<file path="src/rtl/cm_config_arbiter_if.sv">
// Config-bus arbiter bundle: per-requester write requests plus the shared active-low config bus.
// slave is the arbiter side; master is the requester/sink side.
interface cm_config_arbiter_if #(
    parameter int NUM_REQ      = 3,
    parameter int c_addr_WIDTH = 4,
    parameter int c_data_WIDTH = 16
);
    logic [NUM_REQ-1:0]              req;
    logic [NUM_REQ*c_addr_WIDTH-1:0] req_addr;
    logic [NUM_REQ*c_data_WIDTH-1:0] req_data;
    logic [NUM_REQ-1:0]              gnt;
    logic [NUM_REQ-1:0]              done;
    logic [NUM_REQ-1:0]              err;
    logic [c_addr_WIDTH-1:0]         c_addr;
    logic [c_data_WIDTH-1:0]         c_data;
    logic                            c_valid;
    logic                            c_ready;

    modport slave (
        input  req, req_addr, req_data, c_ready,
        output gnt, done, err, c_addr, c_data, c_valid
    );

    modport master (
        output req, req_addr, req_data, c_ready,
        input  gnt, done, err, c_addr, c_data, c_valid
    );
endinterface

</file>
<file path="src/rtl/cm_config_arbiter.sv">
// Round-robin arbiter for one active-low config bus; grant one cycle after req, done one cycle after ack.
// The bus holds until the sink acks; CM_CFG_TIMEOUT_EN adds an ack timeout that ends the write with err.
module cm_config_arbiter #(
    parameter int NUM_REQ        = 3,
    parameter int c_addr_WIDTH   = 4,
    parameter int c_data_WIDTH   = 16,
    parameter int TIMEOUT_CYCLES = 255
) (
    input  logic                clk,
    input  logic                rst_n,
    cm_config_arbiter_if.slave  bus
);
    localparam int IW = (NUM_REQ > 1) ? $clog2(NUM_REQ) : 1;

    if (NUM_REQ < 2 || NUM_REQ > 8 || TIMEOUT_CYCLES < 1) begin : g_bad_param
        $error("cm_config_arbiter: parameter out of range");
    end

    typedef enum logic [1:0] {IDLE, DRIVE, RELEASE} state_t;

    state_t                  state, state_nxt;
    logic [NUM_REQ-1:0]      gnt_q, gnt_nxt;
    logic [NUM_REQ-1:0]      done_q, done_nxt;
    logic                    c_valid_q, c_valid_nxt;
    logic [c_addr_WIDTH-1:0] addr_q, addr_nxt;
    logic [c_data_WIDTH-1:0] data_q, data_nxt;
    logic [IW-1:0]           last_q, last_nxt;
    logic [IW-1:0]           winner;
    logic                    found;
    // Blocks granting on the first edge after reset release.
    logic                    init_q;

`ifdef CM_CFG_TIMEOUT_EN
    localparam int CW = $clog2(TIMEOUT_CYCLES + 1);
    logic [CW-1:0]           cnt_q, cnt_nxt;
    logic [NUM_REQ-1:0]      err_q, err_nxt;
`endif

    always_comb begin : p_next
        int idx;
        state_nxt   = state;
        gnt_nxt     = gnt_q;
        done_nxt    = '0;
        c_valid_nxt = c_valid_q;
        addr_nxt    = addr_q;
        data_nxt    = data_q;
        last_nxt    = last_q;
        found       = 1'b0;
        winner      = last_q;
        idx         = 0;
`ifdef CM_CFG_TIMEOUT_EN
        cnt_nxt     = cnt_q;
        err_nxt     = '0;
`endif
        // Search starts just past the last owner and wraps once around.
        for (int i = 1; i <= NUM_REQ; i++) begin
            idx = int'(last_q) + i;
            if (idx >= NUM_REQ) idx = idx - NUM_REQ;
            if (!found && bus.req[idx]) begin
                found  = 1'b1;
                winner = IW'(idx);
            end
        end

        case (state)
            IDLE: begin
                if (found && init_q) begin
                    state_nxt   = DRIVE;
                    gnt_nxt     = {{(NUM_REQ-1){1'b0}}, 1'b1} << winner;
                    c_valid_nxt = 1'b0;
                    addr_nxt    = bus.req_addr[int'(winner)*c_addr_WIDTH +: c_addr_WIDTH];
                    data_nxt    = bus.req_data[int'(winner)*c_data_WIDTH +: c_data_WIDTH];
                    last_nxt    = winner;
`ifdef CM_CFG_TIMEOUT_EN
                    cnt_nxt     = '0;
`endif
                end
            end
            DRIVE: begin
                if (!bus.c_ready) begin
                    state_nxt   = RELEASE;
                    c_valid_nxt = 1'b1;
                    gnt_nxt     = '0;
                    done_nxt    = gnt_q;
                end
`ifdef CM_CFG_TIMEOUT_EN
                else if (cnt_q == CW'(TIMEOUT_CYCLES - 1)) begin
                    state_nxt   = RELEASE;
                    c_valid_nxt = 1'b1;
                    gnt_nxt     = '0;
                    err_nxt     = gnt_q;
                end else begin
                    cnt_nxt     = cnt_q + 1'b1;
                end
`endif
            end
            RELEASE: begin
                if (bus.c_ready) state_nxt = IDLE;
            end
            default: state_nxt = IDLE;
        endcase
    end

    always_ff @(posedge clk or negedge rst_n) begin
        if (!rst_n) begin
            state     <= IDLE;
            gnt_q     <= '0;
            done_q    <= '0;
            c_valid_q <= 1'b1;
            addr_q    <= '0;
            data_q    <= '0;
            last_q    <= IW'(NUM_REQ - 1);
            init_q    <= 1'b0;
`ifdef CM_CFG_TIMEOUT_EN
            cnt_q     <= '0;
            err_q     <= '0;
`endif
        end else begin
            state     <= state_nxt;
            gnt_q     <= gnt_nxt;
            done_q    <= done_nxt;
            c_valid_q <= c_valid_nxt;
            addr_q    <= addr_nxt;
            data_q    <= data_nxt;
            last_q    <= last_nxt;
            init_q    <= 1'b1;
`ifdef CM_CFG_TIMEOUT_EN
            cnt_q     <= cnt_nxt;
            err_q     <= err_nxt;
`endif
        end
    end

    assign bus.gnt     = gnt_q;
    assign bus.done    = done_q;
    assign bus.c_valid = c_valid_q;
    assign bus.c_addr  = addr_q;
    assign bus.c_data  = data_q;
`ifdef CM_CFG_TIMEOUT_EN
    assign bus.err     = err_q;
`else
    assign bus.err     = '0;
`endif
endmodule

</file>
<file path="src/flat_wrapper.sv">
// flat-port wrapper written by rule: the top's interface ports become plain ports
module cm_config_arbiter_flat 
#(
    parameter int NUM_REQ        = 3,
    parameter int c_addr_WIDTH   = 4,
    parameter int c_data_WIDTH   = 16,
    parameter int TIMEOUT_CYCLES = 255
)
  (clk, rst_n, bus_req, bus_req_addr, bus_req_data, bus_c_ready, bus_gnt, bus_done, bus_err, bus_c_addr, bus_c_data, bus_c_valid);
  cm_config_arbiter_if #(.NUM_REQ(NUM_REQ), .c_addr_WIDTH(c_addr_WIDTH), .c_data_WIDTH(c_data_WIDTH)) bus_i ();
  input  logic clk;
  input  logic rst_n;
  input wire logic [$bits(bus_i.req)-1:0] bus_req;
  input wire logic [$bits(bus_i.req_addr)-1:0] bus_req_addr;
  input wire logic [$bits(bus_i.req_data)-1:0] bus_req_data;
  input wire logic [$bits(bus_i.c_ready)-1:0] bus_c_ready;
  output wire logic [$bits(bus_i.gnt)-1:0] bus_gnt;
  output wire logic [$bits(bus_i.done)-1:0] bus_done;
  output wire logic [$bits(bus_i.err)-1:0] bus_err;
  output wire logic [$bits(bus_i.c_addr)-1:0] bus_c_addr;
  output wire logic [$bits(bus_i.c_data)-1:0] bus_c_data;
  output wire logic [$bits(bus_i.c_valid)-1:0] bus_c_valid;
  assign bus_i.req = bus_req;
  assign bus_i.req_addr = bus_req_addr;
  assign bus_i.req_data = bus_req_data;
  assign bus_i.c_ready = bus_c_ready;
  assign bus_gnt = bus_i.gnt;
  assign bus_done = bus_i.done;
  assign bus_err = bus_i.err;
  assign bus_c_addr = bus_i.c_addr;
  assign bus_c_data = bus_i.c_data;
  assign bus_c_valid = bus_i.c_valid;
  cm_config_arbiter #(.NUM_REQ(NUM_REQ), .c_addr_WIDTH(c_addr_WIDTH), .c_data_WIDTH(c_data_WIDTH), .TIMEOUT_CYCLES(TIMEOUT_CYCLES)) u_core (.clk(clk), .rst_n(rst_n), .bus(bus_i));
endmodule
</file>
<file path="config.mk">
export PLATFORM = sky130hd
export DESIGN_NAME = cm_config_arbiter_flat
export DESIGN_NICKNAME = d
export VERILOG_FILES = /design/src/rtl/cm_config_arbiter_if.sv /design/src/rtl/cm_config_arbiter.sv /design/src/flat_wrapper.sv
export SDC_FILE = /design/constraint.sdc
export NUM_CORES = 1
export LEC_CHECK = 0
export BUFFER_PORTS_ARGS = -buffer_cell sky130_fd_sc_hd__clkbuf_2
export CAP_MARGIN = 10
export CORE_ASPECT_RATIO = 1.5
export CORE_MARGIN = 4
export CORE_UTILIZATION = 45
export DETAILED_ROUTE_END_ITERATION = 10
export GPL_TIMING_DRIVEN = 0
export PLACE_DENSITY_LB_ADDON = 0.3
export RECOVER_POWER = 100
export SYNTH_ARGS = -nofsm -noshare
export SYNTH_HDL_FRONTEND = slang
export SYNTH_SLANG_ARGS = --single-unit
</file>
<file path="constraint.sdc">
create_clock -name clk -period 3.2 [get_ports clk]
set_input_delay 0.8 -clock clk [delete_from_list [all_inputs] [get_ports clk]]
set_output_delay 0.8 -clock clk [all_outputs]
set_load 0.05 [all_outputs]
</file>
==> flow_metrics.py <==
metrics = {
    "route": {
        "drtAntennaViolNets": 0,
        "drc": 0,
        "routed_wl_um": 5130,
        "vias_per_cell": 5.592,
        "drt_iter0_drc": 38,
        "firstDrtPassIters": 4,
        "via_count": 1795,
        "routedWlPerCell_um": 15.98,
    },
    "place": {
        "port-buffer-count": 92,
        "dp.cells": 313,
        "place.gp.congestion": 0.8333,
        "post-place-ws_ns": 0.3130,
        "hpwl_um": 4066,
    },
    "clock_network": {
        "cts_buffers": 5,
        "post_cts_buffers": 0,
        "ctsLongestPathBuffers": 2,
        "clk_pin_slew_ns": 0.07,
        "cts_tree": "built",
        "cts_root_buf": "clkbuf_8",
        "cts.sinks": 32,
        "h-tree-depth": 2,
        "post_cts_resized": 0,
        "hold_buffers": 0,
        "clock_latency_ns": 0.28,
    },
    "setup_path": {
        "crit_required_ns": 3.37,
        "timing.critical_path.from": "u_core.last_q[1]",
        "cpMaxStageDelayCell": "dfstp_2",
        "crit_top_cell": "buf_6",
        "cp_max_fo": 10,
        "cp.arrival_ns": 3.10,
        "worstPathCellList": "inv_1 -> ha_1 -> buf_6 -> mux2i_1 -> nor2_1 -> o31ai_2 -> or2_4 -> buf_6 -> mux2_1 -> a221o_1",
        "crit_path_start_kind": "register",
        "r2r_start": "u_core.last_q[1]",
        "criticalPathCategory": "reg2reg",
        "cp-end-kind": "register",
        "slowest_delay_ns": 0.56,
    },
    "yosys": {
        "syn_area_sq_um": 1887,
        "seq_area_frac_synth_pct": 42.57,
        "syn_area_per_cell_sq_um": 10.84,
        "ys_top_cells_by_area": "dfrtp_1 (40%), mux2i_1 (6.4%), a32oi_1 (5.6%)",
        "syn_inst": 174,
        "netlist.area_leader.share_pct": 39.79,
        "async_reset_ff_share_pct": 100.0,
        "synth-edff-count": 0,
        "ys_types": 43,
        "yosysWarningCount": 0,
        "synthFlopType": "dfrtp_1",
        "synth_seq_cells": 32,
        "yosysTopAreaCell": "dfrtp_1",
    },
    "floorplanning": {
        "die_area_sq_um": 5314,
        "initial_core_util_pct": 47.24,
        "fp.dieW_um": 60.87,
        "die_h_um": 87.31,
        "rows": 28,
        "io_pins": 96,
        "core_area_sq_um": 3994,
    },
    "cells_and_area": {
        "layout.nets": 345,
        "layout.cells.non_filler": 321,
        "fillCellCount": 385,
        "finish.utilization_pct": 61.09,
        "syn_to_final_growth_pct": 29.31,
        "final_layout_size_suffix_gt1_share_pct": 35.51,
        "num_antenna_cells": 0,
    },
    "hold_path": {
        "min_from": "u_core.bus.c_valid",
        "hp-class": "reg2reg",
    },
    "global_routing": {
        "antenna_found_initial": 0,
        "grt_pass1_vias": 1882,
        "grt_usage_pct": 20.84,
        "grt_overflow": 0,
        "grt_max_degree": 33,
        "grt_pass1_wl_um": 8459,
    },
    "pwr": {
        "p_leak_nw": 1.189,
        "ir_drop_mv": 1.034,
        "power.density_nw_per_um2": 1344,
    },
    "sta": {
        "fin_ws_ns": 0.2614,
        "hold_viol": 0,
        "slew_viol_final": 33,
        "rsz0062_at_grt": "false",
        "relSlewSlack_pct": -16.06,
        "fin_crit_ns": 2.939,
        "period_share_pct": 91.83,
        "fin_setup_tns_ns": 0,
        "max_clock_freq_ghz": 0.3403,
        "setup_viol": 0,
        "fin_skew_ns": 0.007429,
        "tightest_slew_ns": 1.741,
    },
    "run": {
        "maxCapViolations": 1,
    },
    "outcome": {
        "violations": "max-capacitance violations, max-slew violations",
        "status": "finished, violations left",
    },
}
[cell usage in the layout (no fill, tap or decap), drive strengths merged, types with 2 or more instances in the layout]
master | netlist | layout
a21oi | 4 | 4
a221o | 8 | 8
a31oi | 2 | 2
a32oi | 12 | 12
and2 | 3 | 3
buf | 11 | 11
clkbuf | 3 | 101
clkinv | 0 | 2
conb | 2 | 4
dfrtp | 30 | 30
dfstp | 2 | 2
ha | 4 | 4
inv | 4 | 4
mux2 | 8 | 8
mux2i | 13 | 13
nand2 | 6 | 6
nand2b | 3 | 3
nand3 | 3 | 3
nor2 | 12 | 12
nor3b | 4 | 4
o21ai | 25 | 25
or3b | 2 | 2
[state kept, by name, summed over array words and instances (netlist names)]
name / flops
u_core.bus.c_valid: 1
u_core.bus.gnt: 3
u_core.bus.c_data: 16
u_core.state: 2
u_core.init_q: 1
u_core.bus.c_addr: 4
u_core.bus.done: 3
u_core.last_q: 2
[kinds of logic (layout without fill, tap and decap cells)]
family	after synthesis	after routing	share of synthesized area [%]
simple gates	39	39	13.00
other cells	2	4	0.3980
buf+inv	18	118	5.768
mux	21	21	13.06
compound gates	57	57	22.08
flops	32	32	42.57
fa+ha+maj	4	4	2.653
xor+xnor	1	1	0.4643
[worst paths after layout]
| check | to | slack, ns | cells after the start |
|---|---|---|---|
| worst min register to register | u_core.bus.c_valid | 0.47 | 2 |
| worst max-delay path | u_core.bus.c_data[2] | 0.26 | 10 |
| max in group asynchronous | u_core.init_q | 1.22 | 1 |
| worst max register to register | u_core.bus.c_data[2] | 0.26 | 10 |
| worst min-delay path | u_core.bus.c_valid | 0.47 | 2 |
| min in group asynchronous | u_core.bus.c_addr[1] | 0.97 | 1 |
[synth_stat cells (3+ instances only)]
cell	count
a32oi_1	12
a21oi_1	4
nand2b_1	3
nor3b_1	3
a221o_1	8
dfrtp_1	30
o21ai_1	7
and2_1	3
nand3_1	3
clkbuf_1	3
ha_1	4
inv_1	4
mux2i_1	12
nor2_1	10
o21ai_0	18
buf_4	6
buf_2	3
mux2_4	6
nand2_1	6
[critical path, delay by kind of cell (launching register included)]
family                   cells  cell delay [ns]
AO/OA/AOI/OAI                2             0.65
multiplexers                 2             0.60
flip-flops                   1             0.56
buffers and inverters        3             0.37
AND/OR/NAND/NOR              2             0.35
adder cells (fa/ha/maj)      1             0.30
[layout make-up]
type                    instances  area (sq um)  share of cell area, %
plain buffers                  14         93.84                  3.846
clock buffers                   6         82.58                  3.385
clock inverters                 2         10.01                 0.4103
inverters                       4         15.01                 0.6154
multi-input cells             126         953.4                  39.08
flip-flops and latches         32         803.3                  32.92
well taps                      45         56.30                  2.308
repair buffers                 92         425.4                  17.44
[routing by layer]
metal,part of all wire [%],global-route usage [%],routed length [um],up-vias
li1,-,-,-,848
met1,38,23.76,1943,846
met2,51,34.76,2620,85
met3,7.9,6.083,406,16
met4,3.1,9.862,159,0
met5,0,0,0,-
[power by group]
group	internal [mW]	switching (mW)	total (mW)	leakage, nW
clock network	0.172	0.154	0.326	0.0510
logic	0.787	1.45	2.24	0.737
registers	0.597	0.122	0.719	0.401
[stage by stage]
| stage | power [mW] | area, sq um | hold slack [ns] |
|---|---|---|---|
| 2_1_floorplan | 2.574 | 1894 | 0.5044 |
| 6_report | 3.280 | 2440 | 0.4696 |
| 3_5_place_dp | 3.078 | 2411 | 0.4538 |
| 5_1_grt | 3.494 | 2440 | 0.4819 |
| 3_3_place_gp | 3.027 | 2411 | 0.4502 |
| 4_1_cts | 3.400 | 2504 | 0.4656 |
Note: power is estimated with default switching activity, not from simulation.
